===== config.mk =====
export PLATFORM = sky130hd
export DESIGN_NAME = msrv_store_ctrl_flat
export DESIGN_NICKNAME = d
export VERILOG_FILES = /design/src/rtl/msrv_store_ctrl_if.sv /design/src/rtl/msrv_store_ctrl.sv /design/src/flat_wrapper.sv
export SDC_FILE = /design/constraint.sdc
export NUM_CORES = 1
export LEC_CHECK = 0
export CORE_MARGIN = 4
export CORE_UTILIZATION = 49
export DETAILED_ROUTE_END_ITERATION = 16
export PLACE_DENSITY = 0.78
export SLEW_MARGIN = 25
export SYNTH_ARGS = -nofsm -noshare
export SYNTH_HDL_FRONTEND = slang
export SYNTH_SLANG_ARGS = --single-unit

===== constraint.sdc =====
create_clock -name ms_riscv32_mp_clk_in -period 3.1 [get_ports ms_riscv32_mp_clk_in]
set_clock_uncertainty 0.05 [all_clocks]
set_input_delay 0.775 -clock ms_riscv32_mp_clk_in [delete_from_list [all_inputs] [get_ports ms_riscv32_mp_clk_in]]
set_output_delay 0.775 -clock ms_riscv32_mp_clk_in [all_outputs]
set_load 0.005 [all_outputs]

===== src/rtl/msrv_store_ctrl_if.sv =====
// Store-controller data-memory write bus.
// The master (store controller) drives address, data, byte mask and request.
// The slave (memory) returns the beat acknowledge.
interface msrv_store_ctrl_if #(
   parameter int unsigned XLEN = 32
) ();
   localparam int unsigned NB = XLEN / 8;

   logic [XLEN-1:0] ms_riscv32_mp_dmaddr_out;
   logic [XLEN-1:0] ms_riscv32_mp_dmdata_out;
   logic [NB-1:0]   ms_riscv32_mp_dmwr_mask_out;
   logic            ms_riscv32_mp_dmwr_req_out;
   logic            ms_riscv32_mp_dmwr_ack_in;

   modport master (
      output ms_riscv32_mp_dmaddr_out,
      output ms_riscv32_mp_dmdata_out,
      output ms_riscv32_mp_dmwr_mask_out,
      output ms_riscv32_mp_dmwr_req_out,
      input  ms_riscv32_mp_dmwr_ack_in
   );

   modport slave (
      input  ms_riscv32_mp_dmaddr_out,
      input  ms_riscv32_mp_dmdata_out,
      input  ms_riscv32_mp_dmwr_mask_out,
      input  ms_riscv32_mp_dmwr_req_out,
      output ms_riscv32_mp_dmwr_ack_in
   );
endinterface


===== src/rtl/msrv_store_ctrl.sv =====
// Store controller: accepts one store from the core, positions data and byte
// mask onto the data-memory lanes and runs the bus request/ack handshake.
// Optional feature macro: MSRV_STORE_MISALIGN_SPLIT_EN -- when defined, a store
// that crosses a lane-word boundary is issued as two beats; otherwise it is
// rejected with a one-cycle exception pulse.
module msrv_store_ctrl #(
   parameter int unsigned XLEN = 32
) (
   input  logic            ms_riscv32_mp_clk_in,
   input  logic            ms_riscv32_mp_rst_in,
   input  logic            st_valid_in,
   output logic            st_ready_out,
   input  logic [2:0]      funct3_in,
   input  logic [XLEN-1:0] iadder_in,
   input  logic [XLEN-1:0] rs2_in,
   output logic            st_done_out,
   output logic            st_exc_out,
   msrv_store_ctrl_if.master bus
);
   localparam int unsigned NB   = XLEN / 8;
   localparam int unsigned OffW = $clog2(NB);

`ifdef MSRV_STORE_MISALIGN_SPLIT_EN
   localparam bit SplitEn = 1'b1;
`else
   localparam bit SplitEn = 1'b0;
`endif

   typedef enum logic [1:0] {StIdle, StBeat0, StBeat1, StDone} state_e;

   state_e          state_q, state_d;
   logic            req_q, req_d;
   logic [XLEN-1:0] addr_q, addr_d;
   logic [XLEN-1:0] data_q, data_d;
   logic [NB-1:0]   mask_q, mask_d;
   logic [XLEN-1:0] hi_data_q, hi_data_d;
   logic [NB-1:0]   hi_mask_q, hi_mask_d;
   logic            split_q, split_d;
   logic            done_q, done_d;
   logic            exc_q, exc_d;

   logic [OffW-1:0]   off;
   logic [7:0]        size_mask8;
   logic [3:0]        size_bytes;
   logic [NB-1:0]     size_mask;
   logic [XLEN-1:0]   rs2_m;
   logic [2*XLEN-1:0] wide_data;
   logic [2*NB-1:0]   wide_mask;
   logic [4:0]        off_sum;
   logic              misaligned;
   logic              illegal;
   logic [XLEN-1:0]   aligned_addr;

   assign off = iadder_in[OffW-1:0];

   // Decode store size into a byte-lane mask and a byte count.
   always_comb begin
      size_mask8 = 8'h01;
      size_bytes = 4'd1;
      unique case (funct3_in[1:0])
         2'b00: begin size_mask8 = 8'h01; size_bytes = 4'd1; end
         2'b01: begin size_mask8 = 8'h03; size_bytes = 4'd2; end
         2'b10: begin size_mask8 = 8'h0F; size_bytes = 4'd4; end
         2'b11: begin size_mask8 = 8'hFF; size_bytes = 4'd8; end
      endcase
   end

   assign size_mask = size_mask8[NB-1:0];

   // Zero the lanes the store size does not cover before positioning.
   always_comb begin
      rs2_m = '0;
      for (int i = 0; i < int'(NB); i++) begin
         rs2_m[8*i +: 8] = size_mask[i] ? rs2_in[8*i +: 8] : 8'h00;
      end
   end

   // Shifting into a double-width word yields both beats at once: the low half
   // is beat 0, the high half is what spills into the next lane word.
   assign wide_data    = {{XLEN{1'b0}}, rs2_m} << {off, 3'b000};
   assign wide_mask    = {{NB{1'b0}}, size_mask} << off;
   assign off_sum      = 5'(off) + 5'(size_bytes);
   assign misaligned   = off_sum > 5'(NB);
   assign illegal      = (XLEN == 32) && (funct3_in[1:0] == 2'b11);
   assign aligned_addr = {iadder_in[XLEN-1:OffW], {OffW{1'b0}}};

   // Next-state and registered-output logic for the store handshake.
   always_comb begin
      state_d   = state_q;
      req_d     = req_q;
      addr_d    = addr_q;
      data_d    = data_q;
      mask_d    = mask_q;
      hi_data_d = hi_data_q;
      hi_mask_d = hi_mask_q;
      split_d   = split_q;
      done_d    = 1'b0;
      exc_d     = 1'b0;
      unique case (state_q)
         StIdle: begin
            if (st_valid_in) begin
               if (illegal || (misaligned && !SplitEn)) begin
                  state_d = StDone;
                  exc_d   = 1'b1;
               end else begin
                  state_d   = StBeat0;
                  req_d     = 1'b1;
                  addr_d    = aligned_addr;
                  data_d    = wide_data[XLEN-1:0];
                  mask_d    = wide_mask[NB-1:0];
                  hi_data_d = wide_data[2*XLEN-1:XLEN];
                  hi_mask_d = wide_mask[2*NB-1:NB];
                  split_d   = misaligned;
               end
            end
         end
         StBeat0: begin
            if (bus.ms_riscv32_mp_dmwr_ack_in) begin
               if (split_q) begin
                  // Second beat; the add wraps naturally at XLEN bits.
                  state_d = StBeat1;
                  addr_d  = addr_q + XLEN'(NB);
                  data_d  = hi_data_q;
                  mask_d  = hi_mask_q;
               end else begin
                  state_d = StDone;
                  done_d  = 1'b1;
                  req_d   = 1'b0;
                  addr_d  = '0;
                  data_d  = '0;
                  mask_d  = '0;
               end
            end
         end
         StBeat1: begin
            if (bus.ms_riscv32_mp_dmwr_ack_in) begin
               state_d = StDone;
               done_d  = 1'b1;
               req_d   = 1'b0;
               addr_d  = '0;
               data_d  = '0;
               mask_d  = '0;
               split_d = 1'b0;
            end
         end
         StDone: begin
            state_d = StIdle;
            split_d = 1'b0;
         end
      endcase
   end

   // State and output registers; reset clears everything asynchronously.
   always_ff @(posedge ms_riscv32_mp_clk_in or negedge ms_riscv32_mp_rst_in) begin
      if (!ms_riscv32_mp_rst_in) begin
         state_q   <= StIdle;
         req_q     <= 1'b0;
         addr_q    <= '0;
         data_q    <= '0;
         mask_q    <= '0;
         hi_data_q <= '0;
         hi_mask_q <= '0;
         split_q   <= 1'b0;
         done_q    <= 1'b0;
         exc_q     <= 1'b0;
      end else begin
         state_q   <= state_d;
         req_q     <= req_d;
         addr_q    <= addr_d;
         data_q    <= data_d;
         mask_q    <= mask_d;
         hi_data_q <= hi_data_d;
         hi_mask_q <= hi_mask_d;
         split_q   <= split_d;
         done_q    <= done_d;
         exc_q     <= exc_d;
      end
   end

   assign st_ready_out                    = (state_q == StIdle);
   assign st_done_out                     = done_q;
   assign st_exc_out                      = exc_q;
   assign bus.ms_riscv32_mp_dmaddr_out    = addr_q;
   assign bus.ms_riscv32_mp_dmdata_out    = data_q;
   assign bus.ms_riscv32_mp_dmwr_mask_out = mask_q;
   assign bus.ms_riscv32_mp_dmwr_req_out  = req_q;
endmodule


===== src/flat_wrapper.sv =====
// flat-port wrapper written by rule: the top's interface ports become plain ports
module msrv_store_ctrl_flat 
#(
   parameter int unsigned XLEN = 32
)
  (ms_riscv32_mp_clk_in, ms_riscv32_mp_rst_in, st_valid_in, st_ready_out, funct3_in, iadder_in, rs2_in, st_done_out, st_exc_out, bus_ms_riscv32_mp_dmaddr_out, bus_ms_riscv32_mp_dmdata_out, bus_ms_riscv32_mp_dmwr_mask_out, bus_ms_riscv32_mp_dmwr_req_out, bus_ms_riscv32_mp_dmwr_ack_in);
  msrv_store_ctrl_if #(.XLEN(XLEN)) bus_i ();
  input  logic ms_riscv32_mp_clk_in;
  input  logic ms_riscv32_mp_rst_in;
  input  logic st_valid_in;
  output logic st_ready_out;
  input  logic [2:0] funct3_in;
  input  logic [XLEN-1:0] iadder_in;
  input  logic [XLEN-1:0] rs2_in;
  output logic st_done_out;
  output logic st_exc_out;
  output wire logic [$bits(bus_i.ms_riscv32_mp_dmaddr_out)-1:0] bus_ms_riscv32_mp_dmaddr_out;
  output wire logic [$bits(bus_i.ms_riscv32_mp_dmdata_out)-1:0] bus_ms_riscv32_mp_dmdata_out;
  output wire logic [$bits(bus_i.ms_riscv32_mp_dmwr_mask_out)-1:0] bus_ms_riscv32_mp_dmwr_mask_out;
  output wire logic [$bits(bus_i.ms_riscv32_mp_dmwr_req_out)-1:0] bus_ms_riscv32_mp_dmwr_req_out;
  input wire logic [$bits(bus_i.ms_riscv32_mp_dmwr_ack_in)-1:0] bus_ms_riscv32_mp_dmwr_ack_in;
  assign bus_ms_riscv32_mp_dmaddr_out = bus_i.ms_riscv32_mp_dmaddr_out;
  assign bus_ms_riscv32_mp_dmdata_out = bus_i.ms_riscv32_mp_dmdata_out;
  assign bus_ms_riscv32_mp_dmwr_mask_out = bus_i.ms_riscv32_mp_dmwr_mask_out;
  assign bus_ms_riscv32_mp_dmwr_req_out = bus_i.ms_riscv32_mp_dmwr_req_out;
  assign bus_i.ms_riscv32_mp_dmwr_ack_in = bus_ms_riscv32_mp_dmwr_ack_in;
  msrv_store_ctrl #(.XLEN(XLEN)) u_core (.ms_riscv32_mp_clk_in(ms_riscv32_mp_clk_in), .ms_riscv32_mp_rst_in(ms_riscv32_mp_rst_in), .st_valid_in(st_valid_in), .st_ready_out(st_ready_out), .funct3_in(funct3_in), .iadder_in(iadder_in), .rs2_in(rs2_in), .st_done_out(st_done_out), .st_exc_out(st_exc_out), .bus(bus_i));
endmodule

==> flow_summary.ini <==
[cells_and_area]
final_common_cell = clkdlybuf4s50_1
syn_to_final_growth_pct = 39.6
n_antenna_cell = 0
drive_gt1_share_pct = 9.84
final_cell_mix = clkdlybuf4s50_1 (135), dfrtp_1 (99), nand2_1 (81)
fill_cells = 836
fin_nets = 846
finalInstanceArea_sq_mm = 0.00753

[detailed_routing]
drt-met1-wl_mm = 7.17
routed-wl-met2_mm = 8.11
vias = 5673
vias_per_cell = 6.22
dr_wl_met3_mm = 1.76
drt-total-wl_mm = 17.5
wire_per_inst_microns = 19.2
postRouteAntennaNets = 0
drtPass1Iterations = 8
post-route-drc-count = 0
highest_layer = met4
dr.first_iter.drc_count = 777

[power]
vdd_ir_drop_max_uv = 417
p_per_area_mw_per_mm2 = 914
p_leak_nw = 3.18

[floorplanning]
die_area_sq_mm = 0.0128
die_w_microns = 113
die_h_microns = 113
io_pins = 143
start_util_pct = 50.0
core_area_sq_mm = 0.0108
num_rows = 38

[yosys]
avgSynthCellArea_sq_um = 8.65
netlist_area_sq_mm = 0.00540
async_flop_share_pct = 100
synth-edff-count = 0
yosys.cell_types.count = 52
yosys_warnings = 0
synthFlopType = dfrtp_1
syn_inst = 624
ys_seq_area_share_pct = 45.9
ys_ff_latch = 99

[clock_tree]
post-cts-setup-buffer-count = 0
cts.path.max_buffers = 2
cts_hold_buffers = 0
cts_tree = yes
cts-root-buf = clkbuf_8
clock-sinks = 99
htreeDepth = 3
clock_latency_ps = 370
cts_made_buffers = 9
cts.clk_slew.worst_paths_ps = 100

[place]
dp_hpwl_mm = 12.2
dpl_worst_slack_ps = -735
io_buffers = 139
place.gp.congestion = 0.894
placed_area_sq_mm = 0.00718

[setup_path]
end_kind = register
path_max_fanout = 13
critPathKind = in2reg
critical_path_buf_inv_count = 4
crit_family = simple AND/OR/NAND/NOR gates
crit_chain = clkdlybuf4s15_1 > or2_4 > inv_4 > ha_4 > inv_2 > fa_2 > nand2_2 > a31o_1 > or3_4 > buf_4 > a221oi_1 > nor2_1
cp.arrival_ps = 3240
crit_required_ps = 3310
cp-start-kind = primary input
max_stage_delay_ps = 530
crit_path_top_delay_cell = fa_2

[hold_path]
hp-class = in2async

[sta]
worst_pin_slew_ps = 874
slew-limit-headroom_pct = 41.7
fin_ws_ps = 72.5
final_max_slew_viol_count = 0
clock.fmax_ghz = 0.330
fin_crit_sh_pct = 97.7
hold_viol = 0
rsz0062_at_grt = no
fin_tns_setup_ps = 0
fin_crit_ps = 3030
setup_violations = 0

[global_routing]
track_usage_pct = 26.8
grt_remaining_overflow = 0
antenna_found_initial = 0
grt_first_pass_wirelength_mm = 27.5
grt_max_degree = 56
grt_pass1_vias = 5391

[outcome]
outcome = finished clean

[job]
cap_violations = 0
==> layer usage <==
layer	GRT usage (%)	vias up
met3	4.97	50
met5	0	-
met4	10.5	0
li1	-	2562
met1	36.6	2703
met2	42.5	358
==> repair_timing <==
action,CTS,global route
pin swaps,3,3
resized for setup,8,6
gates cloned,1,1
setup endpoints to repair,65,14
==> worst paths after layout <==
check | start | end | slack, ps | cells past startpoint
setup / recovery | funct3_in[0] | u_core.bus.ms_riscv32_mp_dmdata_out[9]$_DFFE_PN0P_ | 70 | 12
hold / removal | ms_riscv32_mp_rst_in | u_core.bus.ms_riscv32_mp_dmaddr_out[20]$_DFFE_PN0P_ | 400 | 1
setup reg to reg | u_core.state_q[1]$_DFFE_PN0P_ | u_core.bus.ms_riscv32_mp_dmaddr_out[14]$_DFFE_PN0P_ | 560 | 8
hold reg to reg | u_core.bus.ms_riscv32_mp_dmwr_mask_out[3]$_DFFE_PN0P_ | u_core.bus.ms_riscv32_mp_dmwr_mask_out[3]$_DFFE_PN0P_ | 440 | 2
max in group asynchronous | ms_riscv32_mp_rst_in | u_core.hi_mask_q[0]$_DFFE_PN0P_ | 1880 | 2
min in group ms_riscv32_mp_clk_in | u_core.bus.ms_riscv32_mp_dmwr_mask_out[3]$_DFFE_PN0P_ | u_core.bus.ms_riscv32_mp_dmwr_mask_out[3]$_DFFE_PN0P_ | 440 | 2
==> through the flow <==
stage          total power, mW  utilization (%)  hold slack [ps]  instances
2_1_floorplan             3.97                -              399        625
3_3_place_gp              5.43             66.5              409        894
3_5_place_dp              5.56             66.6              417        894
4_1_cts                   6.79             69.4              421        911
5_1_grt                   7.31             69.8              459        912
6_report                  6.88             69.8              397        912
==> cell usage after synthesis (10+ instances only) <==
cell type	number	area share [%]
a21oi_1	21	1.9
a221oi_1	18	2.9
a22o_1	12	1.9
a22oi_1	15	2.1
clkbuf_1	36	2.5
dfrtp_1	99	46
inv_1	31	2.2
nand2_1	82	5.7
nand3_1	24	2.2
nor2_1	67	4.7
o21ai_0	79	7.3
o22ai_1	10	1.2
o31ai_1	11	1.5
==> kinds of logic after synthesis <==
kind of cell | Yosys count | share of synthesized area [%]
multiplexers | 12 | 2.39
buffers and inverters | 77 | 5.63
adder cells (fa/ha/maj) | 8 | 1.99
other | 1 | 0.0695
XOR/XNOR | 1 | 0.162
flip-flops | 99 | 45.9
AO/OA/AOI/OAI | 211 | 26.3
AND/OR/NAND/NOR | 215 | 17.6
==> where the power goes <==
group          internal (mW)  leakage, nW  total [mW]  switching [mW]
Sequential              1.79         1.29        2.22           0.430
Combinational           1.82         1.76        3.59            1.77
Clock                  0.617        0.128        1.07           0.457
==> registers in the layout (all words and copies together) (netlist names) <==
register	count
u_core.bus.ms_riscv32_mp_dmaddr_out	30
u_core.bus.ms_riscv32_mp_dmdata_out	32
u_core.bus.ms_riscv32_mp_dmwr_mask_out	4
u_core.bus.ms_riscv32_mp_dmwr_req_out	1
u_core.hi_data_q	24
u_core.hi_mask_q	3
u_core.split_q	1
u_core.st_done_out	1
u_core.st_exc_out	1
u_core.state_q	2
==> layout make-up <==
| class | instances | area (sq um) | area share [%] |
|---|---|---|---|
| flip-flops and latches | 99 | 2480 | 32.9 |
| clock inverters | 5 | 125 | 1.66 |
| well taps | 140 | 175 | 2.32 |
| multi-input cells | 449 | 2710 | 35.9 |
| repair buffers | 177 | 1800 | 23.9 |
| clock buffers | 11 | 131 | 1.74 |
| inverters | 31 | 119 | 1.58 |
(Power assumes the default switching activity.)
